--- config.mk ---
export PLATFORM = sky130hd
export DESIGN_NAME = fetch_unit_with_reg
export DESIGN_NICKNAME = d
export VERILOG_FILES = /design/src/rtl/fetch_unit_with_reg.sv
export SDC_FILE = /design/constraint.sdc
export NUM_CORES = 1
export LEC_CHECK = 0
export CAP_MARGIN = 20
export CORE_AREA = 5 5 42 44
export CTS_BUF_LIST = sky130_fd_sc_hd__clkbuf_8
export DETAILED_ROUTE_END_ITERATION = 6
export DIE_AREA = 0 0 47 49
export DONT_BUFFER_PORTS = 1
export SLEW_MARGIN = 20
export SYNTH_ARGS = -nofsm -noshare
export SYNTH_HDL_FRONTEND = slang
export SYNTH_SLANG_ARGS = --single-unit
--- constraint.sdc ---
create_clock -name clk -period 1.9 [get_ports clk]
set_clock_uncertainty 0.2 [all_clocks]
set_input_delay 0.38 -clock clk [delete_from_list [all_inputs] [get_ports clk]]
set_output_delay 0.38 -clock clk [all_outputs]
set_load 0.02 [all_outputs]
--- src/rtl/fetch_unit_with_reg.sv ---
// Program-counter fetch stage: loads jump target, branch target or PC+1 every cycle.
// Latency: one cycle from sampled inputs to pc_out.
// Backpressure: none; the PC advances on every clock edge.

module register_10bit #(
    parameter int WIDTH = 10
) (
    input  logic             clk,
    input  logic             reset,
    input  logic             en,
    input  logic [WIDTH-1:0] din,
    output logic [WIDTH-1:0] dout
);

    always_ff @(posedge clk) begin
        if (reset) begin
            dout <= '0;
        end else if (en) begin
            dout <= din;
        end
    end

endmodule

module fetch_unit_with_reg #(
    parameter int                PC_WIDTH = 10,
    parameter logic [PC_WIDTH-1:0] RESET_PC = '0
) (
    input  logic                clk,
    input  logic                reset,
    input  logic                branch,
    input  logic                jump,
    input  logic [PC_WIDTH-1:0] branch_addr,
    input  logic [PC_WIDTH-1:0] jump_target,
    output logic [PC_WIDTH-1:0] pc_out
);

    logic [PC_WIDTH-1:0] next_pc;
    logic                reg_reset;

    // The register's own reset clears to zero, so a nonzero RESET_PC is
    // loaded through the data path instead.
    assign reg_reset = (RESET_PC == '0) ? reset : 1'b0;

    always_comb begin
        next_pc = pc_out + PC_WIDTH'(1);
        if (reset) begin
            next_pc = RESET_PC;
        end else if (jump) begin
            next_pc = jump_target;
        end else if (branch) begin
            next_pc = branch_addr;
        end
    end

    register_10bit #(
        .WIDTH (PC_WIDTH)
    ) u_pc_reg (
        .clk   (clk),
        .reset (reg_reset),
        .en    (1'b1),
        .din   (next_pc),
        .dout  (pc_out)
    );

endmodule

==> impl_metrics.json <==
{
  "status": "finished, final reports clean",
  "drv_slew": 0,
  "cts_setup_buffers": 0,
  "r2r_start": "u_pc_reg.dout[6]",
  "place_ws_ns": 0.494,
  "num_rows": 14,
  "die_h_um": 49,
  "seqCellArea_um2": 200,
  "synth.area.top_cells": "dfxtp_1, xor2_1, o22ai_1, a22oi_1, mux2i_1",
  "clkTransAtPathRegs_ns": 0.05,
  "ys_types": 28,
  "via_count": 528,
  "multiInputGateArea_um2": 340,
  "io_pins": 34,
  "post-route-min-period_ns": 1.43,
  "slew_headroom_pct": 72.7,
  "start_kind": "register",
  "path_max_fanout": 6,
  "grt_pass1_wl_um": 2370,
  "critPathKind": "register to register",
  "grt_pass1_vias": 528,
  "timing.hold.ws_ns": 0.00476,
  "clock_latency_ns": 0.24,
  "drcViolationCount": 0,
  "p_leak_nw": 0.255,
  "min-delay-start": "reset",
  "syn_area_per_cell_um2": 8.57,
  "finalSetupViolations": 0,
  "syn_area_um2": 574,
  "largest_register_ffs": 10,
  "yosysSeqAreaShare_pct": 34.9,
  "cts-htree-levels": 1,
  "nFillCells": 153,
  "gp_congestion": 0.693,
  "p_per_area_nw_per_um2": 846,
  "cp_slowest_cell": "dfxtp_1",
  "rsz0062_at_grt": "false",
  "cts_num_sinks": 10,
  "nets": 100,
  "drive_above_1_share_pct": 17.8,
  "tns_ns": 0,
  "track_usage_pct": 14.2,
  "synth_seq_cells": 10,
  "max_freq_ghz": 0.700,
  "syn_inst": 67,
  "synth_top_area_share_pct": 34.9,
  "antenna_left": 0,
  "cts_inserted_buffers": 3,
  "antenna_found_initial": 0,
  "hold_class": "primary input to register",
  "top_regs": "u_pc_reg.dout x10",
  "setup_slack_ns": 0.472,
  "die_area_um2": 2300,
  "yosys_warnings": 0,
  "drt-pass1-iter-count": 4,
  "worstMarginPinSlew_ns": 0.400,
  "top_register": "u_pc_reg.dout",
  "fin_crit_sh_pct": 75.2,
  "cts_tree": "yes",
  "drv_cap": 0,
  "peakVddDrop_uv": 455,
  "gr-total-overflow": 0,
  "synth_nets": 92,
  "coreArea_um2": 1400,
  "port_buffers": 0,
  "drtIter0Drc": 10,
  "grt_max_degree": 11,
  "critPathMaxStageDelay_ns": 0.52,
  "die_w_um": 47,
  "totalWireLength_um": 1490,
  "area_delta_synth_final_pct": 13.9,
  "cp.required_ns": 1.82,
  "cts_buffer_depth": 2,
  "critPathArrivalTime_ns": 1.35,
  "path_cells": "and3_1 > nand4_1 > xor2_1 > o22ai_1",
  "hpwlAfterDp_um": 1150,
  "final_cell_mix": "dfxtp_1, buf_4",
  "wire_per_inst_um": 16.8,
  "hold_violations": 0,
  "start_util_pct": 41.0,
  "antenna_cells": 0,
  "cp-end-kind": "register",
  "vias_per_cell": 5.93,
  "cts_root_buf": "clkbuf_8",
  "cts_hold_buf": 0,
  "crit_start": "u_pc_reg.dout[6]",
  "layout_commonest_cell": "dfxtp_1",
  "synth_area_leader_cell": "dfxtp_1",
  "cts-resized-gates": 0
}
[cell usage after synthesis]
cell type / count
a2111oi_0: 1
a211oi_1: 2
a21oi_1: 3
a22oi_1: 3
and2b_2: 1
and3_1: 2
and4_2: 1
and4_4: 1
buf_2: 1
buf_4: 1
clkbuf_8: 1
dfxtp_1: 10
ha_1: 1
inv_1: 1
inv_2: 1
mux2i_1: 2
nand2_1: 5
nand3_1: 3
nand4_1: 3
nor2_1: 5
nor3_1: 2
o211ai_1: 1
o21a_1: 1
o21ai_0: 3
o221ai_1: 1
o22ai_1: 5
xnor2_1: 1
xor2_1: 5
[critical path: cells and delay by family (launching register included)]
family	cells	cell delay (ns)
flops	1	0.52
compound gates	1	0.09
xor+xnor	1	0.16
simple gates	2	0.33
[final cells by class]
cell class	instances	area share, %
Multi-Input combinational cell	52	52.0
Tap cell	16	3.06
Sequential cell	10	30.6
Clock buffer	3	6.31
Timing Repair Buffer	6	6.88
Inverter	2	1.15
[per-stage QoR]
| stage | total power [mW] | instances | instance area [µm²] | utilization [%] |
|---|---|---|---|---|
| after floorplan | 0.319 | 67 | 574 | - |
| after global placement | 0.336 | 86 | 613 | 43.8 |
| after detailed placement | 0.336 | 86 | 613 | 43.8 |
| after CTS | 0.554 | 89 | 654 | 46.7 |
| after global routing | 0.575 | 89 | 654 | 46.7 |
| final | 0.553 | 89 | 654 | 46.7 |
[path summary, 6_finish.rpt]
check / to / slack [ns] / cells after the start
worst min register to register: u_pc_reg.dout[4] / 0.40 / 2
worst max register to register: u_pc_reg.dout[9] / 0.47 / 4
worst max-delay path: u_pc_reg.dout[9] / 0.47 / 4
worst min-delay path: u_pc_reg.dout[1] / 0.005 / 1
[where the power goes]
group / total (mW) / internal, mW / switching [mW]
clock: 0.222 / 0.139 / 0.0832
sequential: 0.249 / 0.226 / 0.0226
combinational: 0.0822 / 0.0379 / 0.0443
[layer usage]
metal	GRT usage, %	up-vias	part of all wire, %
met5	0	-	0
met4	8.29	0	2.7
met3	7.01	5	12
met2	19.0	21	45
met1	17.9	236	40
li1	-	266	-
[kinds of logic (layout without fill, tap and decap cells)]
group           after synthesis  count (layout)  synth area share [%]
flops                        10              10                  34.9
xor+xnor                      6               6                  9.15
buf+inv                       5              11                  5.88
simple gates                 23              23                  21.6
compound gates               20              20                  22.9
fa+ha+maj                     1               1                  2.18
mux                           2               2                  3.49
(Power assumes the default switching activity.)
